## src/rtl/reg_bank_sp_gen.sv

```systemverilog
// General-purpose register file with hardwired zero register, bounded stack pointer,
// registered read ports with optional write bypass, and an answer-register tap.
module reg_bank_sp_gen #(
  parameter int unsigned DATA_W   = 32,
  parameter int unsigned NUM_REGS = 16,
  parameter int unsigned ADDR_W   = 5,
  parameter int unsigned SP_RESET = 16,
  parameter int unsigned SP_STEP  = 1,
  parameter int unsigned SP_MIN   = 0,
  parameter int unsigned SP_MAX   = 16,
  parameter int unsigned ANS_REG  = 15,
  parameter int unsigned BYPASS   = 1
) (
  input  logic              clk,
  input  logic              rst,
  input  logic [ADDR_W-1:0] rd_addr1,
  input  logic [ADDR_W-1:0] rd_addr2,
  input  logic              wr_en,
  input  logic [ADDR_W-1:0] wr_addr,
  input  logic [DATA_W-1:0] wr_data,
  input  logic [1:0]        sp_op,
  input  logic [DATA_W-1:0] sp_wdata,
  input  logic              clr_flags,
  output logic [DATA_W-1:0] rd_data1,
  output logic [DATA_W-1:0] rd_data2,
  output logic [DATA_W-1:0] rd_sp,
  output logic [DATA_W-1:0] answer_out,
  output logic              sp_ovf,
  output logic              sp_udf
);

  // One extra bit so SP bound comparisons cannot wrap.
  localparam int unsigned EXT_W = DATA_W + 1;

  localparam logic [1:0] SP_LOAD = 2'b01;
  localparam logic [1:0] SP_PUSH = 2'b10;
  localparam logic [1:0] SP_POP  = 2'b11;

  localparam logic [EXT_W-1:0]  PUSH_FLOOR = EXT_W'(SP_MIN) + EXT_W'(SP_STEP);
  localparam logic [EXT_W-1:0]  POP_CEIL   = EXT_W'(SP_MAX);
  localparam logic [EXT_W-1:0]  STEP_EXT   = EXT_W'(SP_STEP);
  localparam logic [DATA_W-1:0] STEP_VAL   = DATA_W'(SP_STEP);
  localparam logic [DATA_W-1:0] SP_RST_VAL = DATA_W'(SP_RESET);

  logic [DATA_W-1:0] regs_q [NUM_REGS];
  logic [DATA_W-1:0] regs_d [NUM_REGS];
  logic [DATA_W-1:0] sp_q, sp_d;
  logic              sp_ovf_q, sp_ovf_d;
  logic              sp_udf_q, sp_udf_d;
  logic [DATA_W-1:0] rd_data1_q, rd_data1_d;
  logic [DATA_W-1:0] rd_data2_q, rd_data2_d;
  logic [DATA_W-1:0] rd_sp_q, rd_sp_d;
  logic [DATA_W-1:0] answer_q, answer_d;
  logic [EXT_W-1:0]  sp_ext;

  // Register writes; index 0 and out-of-range addresses never match a slot.
  always_comb begin
    regs_d    = regs_q;
    regs_d[0] = '0;
    if (wr_en) begin
      for (int unsigned i = 1; i < NUM_REGS; i++) begin
        if (wr_addr == ADDR_W'(i)) regs_d[i] = wr_data;
      end
    end
  end

  // Read muxes: bypass selects the post-write view of the array.
  always_comb begin
    rd_data1_d = '0;
    rd_data2_d = '0;
    answer_d   = '0;
    for (int unsigned i = 1; i < NUM_REGS; i++) begin
      if (rd_addr1 == ADDR_W'(i)) rd_data1_d = (BYPASS != 0) ? regs_d[i] : regs_q[i];
      if (rd_addr2 == ADDR_W'(i)) rd_data2_d = (BYPASS != 0) ? regs_d[i] : regs_q[i];
      if (ANS_REG == i)           answer_d   = regs_d[i];
    end
  end

  // Stack pointer with bound checks; a rejected op sets its flag over a clear.
  always_comb begin
    sp_ext   = {1'b0, sp_q};
    sp_d     = sp_q;
    sp_ovf_d = clr_flags ? 1'b0 : sp_ovf_q;
    sp_udf_d = clr_flags ? 1'b0 : sp_udf_q;
    case (sp_op)
      SP_LOAD: sp_d = sp_wdata;
      SP_PUSH: begin
        if (sp_ext >= PUSH_FLOOR) sp_d = sp_q - STEP_VAL;
        else                      sp_ovf_d = 1'b1;
      end
      SP_POP: begin
        if (sp_ext + STEP_EXT <= POP_CEIL) sp_d = sp_q + STEP_VAL;
        else                               sp_udf_d = 1'b1;
      end
      default: ;
    endcase
    rd_sp_d = sp_d;
  end

  always_ff @(posedge clk) begin
    if (rst) begin
      for (int unsigned i = 0; i < NUM_REGS; i++) regs_q[i] <= '0;
      sp_q       <= SP_RST_VAL;
      sp_ovf_q   <= 1'b0;
      sp_udf_q   <= 1'b0;
      rd_data1_q <= '0;
      rd_data2_q <= '0;
      rd_sp_q    <= SP_RST_VAL;
      answer_q   <= '0;
    end else begin
      regs_q     <= regs_d;
      sp_q       <= sp_d;
      sp_ovf_q   <= sp_ovf_d;
      sp_udf_q   <= sp_udf_d;
      rd_data1_q <= rd_data1_d;
      rd_data2_q <= rd_data2_d;
      rd_sp_q    <= rd_sp_d;
      answer_q   <= answer_d;
    end
  end

  assign rd_data1   = rd_data1_q;
  assign rd_data2   = rd_data2_q;
  assign rd_sp      = rd_sp_q;
  assign answer_out = answer_q;
  assign sp_ovf     = sp_ovf_q;
  assign sp_udf     = sp_udf_q;

endmodule

```

## config.mk

```make
export PLATFORM = sky130hd
export DESIGN_NAME = reg_bank_sp_gen
export DESIGN_NICKNAME = d
export VERILOG_FILES = /design/src/rtl/reg_bank_sp_gen.sv
export SDC_FILE = /design/constraint.sdc
export NUM_CORES = 1
export LEC_CHECK = 0
export BUFFER_PORTS_ARGS = -buffer_cell sky130_fd_sc_hd__buf_4
export CAP_MARGIN = 20
export CORE_ASPECT_RATIO = 1.75
export CORE_MARGIN = 3
export CORE_UTILIZATION = 32
export CTS_CLUSTER_DIAMETER = 30
export DETAILED_ROUTE_END_ITERATION = 6
export GPL_ROUTABILITY_DRIVEN = 0
export SETUP_SLACK_MARGIN = 0.2
export SLEW_MARGIN = 20
export SYNTH_ARGS = -nofsm -noshare
export SYNTH_HDL_FRONTEND = slang
export SYNTH_SLANG_ARGS = --single-unit
```

## constraint.sdc

```tcl
create_clock -name clk -period 2.85 [get_ports clk]
set_input_delay 0.1425 -clock clk [delete_from_list [all_inputs] [get_ports clk]]
set_output_delay 0.1425 -clock clk [all_outputs]
set_load 0.01 [all_outputs]
```

# [Word level (Yosys, flattened, before mapping)]
# Index checks and enable logic that the tools add are counted.
[op_classes] n_addsub=3 order_cmp=2 n_eq_ne=50 n_mux=55 reduce_logical=2
[op_table] cell="2-to-1 mux 32 bit" count=47
[op_table] cell="2-to-1 mux 480 bit" count=1
[op_table] cell="== test 5 x 4 -> 1 bit, second input constant" count=24
[op_table] cell="one-hot mux 32 bit (3 select lines)" count=1
[op_table] cell="== test 5 x 3 -> 1 bit, second input constant" count=12
[op_table] cell="adder 32 x 1 -> 33 bit, second input constant" count=1
[op_table] cell="<= comparator 33 x 5 -> 1 bit, second input constant" count=1
[op_table] cell="adder 32 x 1 -> 32 bit, second input constant" count=1
[op_table] cell=">= comparator 32 x 1 -> 1 bit, second input constant" count=1
[op_table] cell="subtractor 32 x 1 -> 32 bit, second input constant" count=1
[op_table] cell="== test 5 x 2 -> 1 bit, second input constant" count=6
[op_table] cell="== test 5 x 1 -> 1 bit, second input constant" count=3
[op_table] cell="2-to-1 mux 1 bit" count=6
[op_table] cell="== test 2 bit, second input constant" count=2
[op_table] cell="!= test 2 bit, second input constant" count=2
[op_table] cell="AND reduction 3 bit" count=1
[op_table] cell="nonzero test 3 bit" count=1
[op_table] cell="== test 2 x 1 -> 1 bit, second input constant" count=1
[totals] reg_bits=578 output_inout_bits=130

# [Longest topological paths before layout]
[logic_depth] depth_word=18 ltp_mapped=13

# [Least setup slack after synthesis]
# Ideal clock, no wire load.
[synth_path] path_kind="register -> register" from="reg, netlist name rd_sp[0]" to="reg rd_sp_q[14], in the netlist rd_sp[14]" t_arrival_ps=2940 t_required_ps=2716 path_slack_ps=-224 stages_incl_launch_ff=12 n_path_buf=3 path_cell_list="dfxtp_1 > buf_2 > nand4_1 > or2_1 > buf_2 > o31ai_2 > o2111ai_1 > or4_4 > o311a_1 > clkbuf_1 > o311ai_0 > o31ai_1"
[synth_lines] item="end signal: assignment" line="117" text="rd_sp_q <= rd_sp_d;"
[synth_lines] item="end: declaration" line="52" text="logic [DATA_W-1:0] rd_sp_q, rd_sp_d;"

==> impl_metrics.xml <==
<?xml version="1.0" encoding="UTF-8"?>
<metrics>
  <group name="yosys">
    <metric name="synth.cell_area" unit="um2">28800</metric>
    <metric name="synth_enable_flop_cells" unit="">0</metric>
    <metric name="post_synth_inst_count" unit="">3477</metric>
    <metric name="yosys.cell_types.count" unit="">77</metric>
    <metric name="yosysWarningCount" unit="">0</metric>
    <metric name="synthesis.nets" unit="">3566</metric>
    <metric name="postSynth.asyncResetShare" unit="%">0</metric>
    <metric name="yosys_register_bits" unit="">578</metric>
    <metric name="post_syn_area_per_cell" unit="um2">8.28</metric>
    <metric name="seq_area_frac_synth" unit="%">40.2</metric>
    <metric name="ys_dominant_reg_cell" unit="">sky130_fd_sc_hd__dfxtp_1</metric>
  </group>
  <group name="sta">
    <metric name="final.setup.tns" unit="ns">-1.23</metric>
    <metric name="grt_setup_unrepaired" unit="">yes</metric>
    <metric name="worst_slew_pin_slew" unit="ns">1.08</metric>
    <metric name="final.setup.worst_slack" unit="ns">-0.134</metric>
    <metric name="fin_worst_hold_slack" unit="ns">0.0772</metric>
    <metric name="max_freq" unit="MHz">335</metric>
    <metric name="period_needed" unit="ns">2.98</metric>
    <metric name="finalClockSkew" unit="ns">0.0585</metric>
    <metric name="setup_viol" unit="">25</metric>
    <metric name="timing_max_transition_violations_final" unit="">0</metric>
    <metric name="max-slew-margin-rel" unit="%">27.8</metric>
    <metric name="layout_worst_path_cycle_share" unit="%">105</metric>
    <metric name="final_hold_viol_count" unit="">0</metric>
  </group>
  <group name="worst_hold_path">
    <metric name="hold_start" unit="">sp_wdata[25]</metric>
    <metric name="holdPathEnd" unit="">rd_sp[25]</metric>
    <metric name="hold_path_class" unit="">primary input to register</metric>
    <metric name="worst_hold_path.num_cells" unit="">5</metric>
  </group>
  <group name="run_status">
    <metric name="status" unit="">finished, violations left</metric>
    <metric name="failed_checks" unit="">negative setup slack</metric>
  </group>
  <group name="worst_setup_path">
    <metric name="worstPathRequired" unit="ns">3.34</metric>
    <metric name="setup.worst_path.start_class" unit="">register</metric>
    <metric name="worstPathArrival" unit="ns">3.47</metric>
    <metric name="timing.reg2reg.worst_path_depth" unit="">9</metric>
    <metric name="cp-startpoint" unit="">rd_sp[11]</metric>
    <metric name="reg2reg_setup_slack" unit="ns">-0.13</metric>
    <metric name="critical_path.reg2reg.startpoint" unit="">rd_sp[11]</metric>
    <metric name="worst-path-max-fanout" unit="">9</metric>
    <metric name="critPathCaptureType" unit="">register</metric>
    <metric name="timing.rr.end" unit="">rd_sp[3]</metric>
    <metric name="criticalPathCategory" unit="">register to register</metric>
  </group>
  <group name="detailed_routing">
    <metric name="drc_errors" unit="">0</metric>
    <metric name="detailedRoute.firstPassIterationCount" unit="">7</metric>
    <metric name="wl_per_cell" unit="um">22.8</metric>
    <metric name="wirelength" unit="um">116000</metric>
    <metric name="dr.first_iter.drc_count" unit="">2650</metric>
    <metric name="viasPerCell" unit="">5.73</metric>
    <metric name="antenna_left" unit="">0</metric>
    <metric name="route.vias.total" unit="">29119</metric>
  </group>
  <group name="global_routing">
    <metric name="grt_max_degree" unit="">115</metric>
    <metric name="grt.total_usage" unit="%">23.6</metric>
    <metric name="globalRoute.totalOverflow" unit="">0</metric>
    <metric name="grt_antenna_before_repair" unit="">6</metric>
    <metric name="grt_pass1_vias" unit="">28317</metric>
    <metric name="grt_first_pass_wirelength" unit="um">172000</metric>
  </group>
  <group name="placement">
    <metric name="place.detailed.instances" unit="">4836</metric>
    <metric name="placement.io_buffers" unit="">214</metric>
    <metric name="place_ws" unit="ns">-0.220</metric>
    <metric name="post-dp-hpwl" unit="um">81600</metric>
  </group>
  <group name="floorplan">
    <metric name="io_pins" unit="">215</metric>
    <metric name="die_width" unit="um">233</metric>
    <metric name="area_of_the_core" unit="um2">88600</metric>
    <metric name="floorplan.initialDensity" unit="%">32.5</metric>
    <metric name="chipHeight" unit="um">403</metric>
    <metric name="fp.dieArea" unit="um2">93700</metric>
    <metric name="rows" unit="">144</metric>
  </group>
  <group name="clock_network">
    <metric name="cts-buffers-inserted" unit="">86</metric>
    <metric name="clk_root_buffer_cell" unit="">sky130_fd_sc_hd__clkbuf_16</metric>
    <metric name="tritoncts" unit="">yes</metric>
    <metric name="clock_tree.htree_level_count" unit="">3</metric>
    <metric name="path_clk_slew" unit="ns">0.06</metric>
    <metric name="cts.sink_count" unit="">578</metric>
    <metric name="clock_latency" unit="ns">0.68</metric>
    <metric name="cts-root-to-sink-buffers" unit="">3</metric>
  </group>
  <group name="power_and_ir_drop">
    <metric name="worst_supply_voltage_drop_on_vdd" unit="uV">413</metric>
    <metric name="power_density" unit="nW/um2">573</metric>
    <metric name="power_leakage" unit="nW">16.0</metric>
    <metric name="totalPowerFinal" unit="W">0.0215</metric>
  </group>
  <group name="cells_and_area">
    <metric name="layout_common_cells" unit="">sky130_fd_sc_hd__nor2_1 (632), sky130_fd_sc_hd__dfxtp_1 (568), sky130_fd_sc_hd__buf_4 (527)</metric>
    <metric name="final-instance-count-excl-fill" unit="">5079</metric>
    <metric name="nNetsFinal" unit="">3920</metric>
    <metric name="mostFrequentLayoutCell" unit="">sky130_fd_sc_hd__nor2_1</metric>
    <metric name="area.growth.synth_to_final" unit="%">30.6</metric>
    <metric name="drive_gt1_share" unit="%">21.6</metric>
  </group>
  <group name="run">
    <metric name="maxCapViolations" unit="">0</metric>
  </group>
</metrics>
-- metrics by stage --
step / instance area [um2] / utilization (%)
finish: 37600 / 42.4
floorplan: 28900 / -
detailed placement: 33400 / 37.7
CTS: 37400 / 42.2
global route: 37600 / 42.4
global placement: 33400 / 37.7
-- state kept, by name, summed over array words and instances (netlist names) --
signal,count
regs_q,448
rd_sp,32
rd_data2,32
sp_ovf,1
answer_out,32
rd_data1,32
sp_udf,1
-- worst max-delay path by stage --
stage | to | slack, ns | depth (start not counted)
after floorplan | rd_sp[31] | -0.10 | 11
after global placement | rd_sp[29] | -0.22 | 9
after detailed placement | rd_sp[29] | -0.22 | 9
after CTS | rd_sp[3] | -0.05 | 10
after global routing | rd_sp[29] | -0.22 | 12
final | rd_sp[3] | -0.13 | 9
-- Yosys cell counts, types with 16 or more instances --
cell type                   count  area, um2
sky130_fd_sc_hd__nor2_1       641       2410
sky130_fd_sc_hd__dfxtp_1      578      11600
sky130_fd_sc_hd__mux2i_1      432       4320
sky130_fd_sc_hd__clkbuf_1     271       1020
sky130_fd_sc_hd__nand2_1      257        965
sky130_fd_sc_hd__a21oi_1      224       1120
sky130_fd_sc_hd__o22ai_1      185       1160
sky130_fd_sc_hd__o21ai_0       83        415
sky130_fd_sc_hd__a211oi_1      61        458
sky130_fd_sc_hd__nand3_1       55        275
sky130_fd_sc_hd__a221oi_1      52        455
sky130_fd_sc_hd__nor3_1        50        250
sky130_fd_sc_hd__a22oi_1       47        353
sky130_fd_sc_hd__buf_2         36        180
sky130_fd_sc_hd__buf_4         34        255
sky130_fd_sc_hd__and3_1        29        181
sky130_fd_sc_hd__nor4_1        28        175
sky130_fd_sc_hd__buf_1         26       97.6
sky130_fd_sc_hd__o31ai_1       25        188
sky130_fd_sc_hd__o32a_1        25        250
sky130_fd_sc_hd__a222oi_1      24        240
sky130_fd_sc_hd__or3_1         22        138
sky130_fd_sc_hd__or4_1         21        158
sky130_fd_sc_hd__a31oi_1       20        125
sky130_fd_sc_hd__inv_1         20       75.1
sky130_fd_sc_hd__o2111ai_1     19        166
sky130_fd_sc_hd__o211ai_1      19        143
sky130_fd_sc_hd__nand4_1       17        106
sky130_fd_sc_hd__and2_1        16        100
-- power breakdown --
part | total (W) | leakage (nW) | switching, W | internal [W]
clock | 0.0110 | 1.48 | 0.00452 | 0.00652
sequential | 0.00828 | 4.67 | 0.0000744 | 0.00821
combinational | 0.00221 | 9.89 | 0.00137 | 0.000834
total | 0.0215 | 16.0 | 0.00596 | 0.0156
-- layer usage --
layer	vias to the layer above	track usage, %	wire length (um)
met1	13890	27.7	44800
met2	1475	39.5	55000
met3	423	3.93	8350
met5	-	0	0
met4	0	15.0	7600
li1	13331	-	-
-- cell families (layout without fill, tap and decap cells) --
logic type	Yosys count	in the layout	synth area share (%)
AND/OR/NAND/NOR	1176	1176	17.7
AO/OA/AOI/OAI	876	876	20.5
flip-flops	578	578	40.2
multiplexers	446	446	15.6
buffers and inverters	390	818	5.70
XOR/XNOR	7	7	0.213
adder cells (fa/ha/maj)	4	4	0.174
other	0	6	0
-- worst max-delay path, stage by stage (launching register included) --
cell and delay, ns:
sky130_fd_sc_hd__dfxtp_1 0.44, sky130_fd_sc_hd__nand4_1 0.24, sky130_fd_sc_hd__or3_1 0.43, sky130_fd_sc_hd__nor3_4 0.22
sky130_fd_sc_hd__nand3_1 0.10, sky130_fd_sc_hd__a211o_1 0.40, sky130_fd_sc_hd__o311a_4 0.43, sky130_fd_sc_hd__buf_12 0.16
sky130_fd_sc_hd__o311ai_4 0.27, sky130_fd_sc_hd__o31ai_2 0.11
-- layout make-up --
class	count	area [um2]
antenna	6	15.0
clock buffer	101	2330
clock inverter	61	727
fill	8769	51100
inverter	21	78.8
multi-input combinational	2509	16000
sequential	578	11600
tap	1168	1460
timing repair buffer	635	5360
-- what timing repair did --
| action | CTS | global route |
|---|---|---|
| setup endpoints to repair | 33 | 33 |
| hold buffers | 69 | 0 |
| gates resized for setup | 41 | 33 |
| buffers inserted | 2 | 4 |
| pin swaps | 13 | 10 |
| gates cloned | 0 | 0 |
| endpoints found under the hold margin | 454 | 0 |
Note: power is estimated with default switching activity, not from simulation.
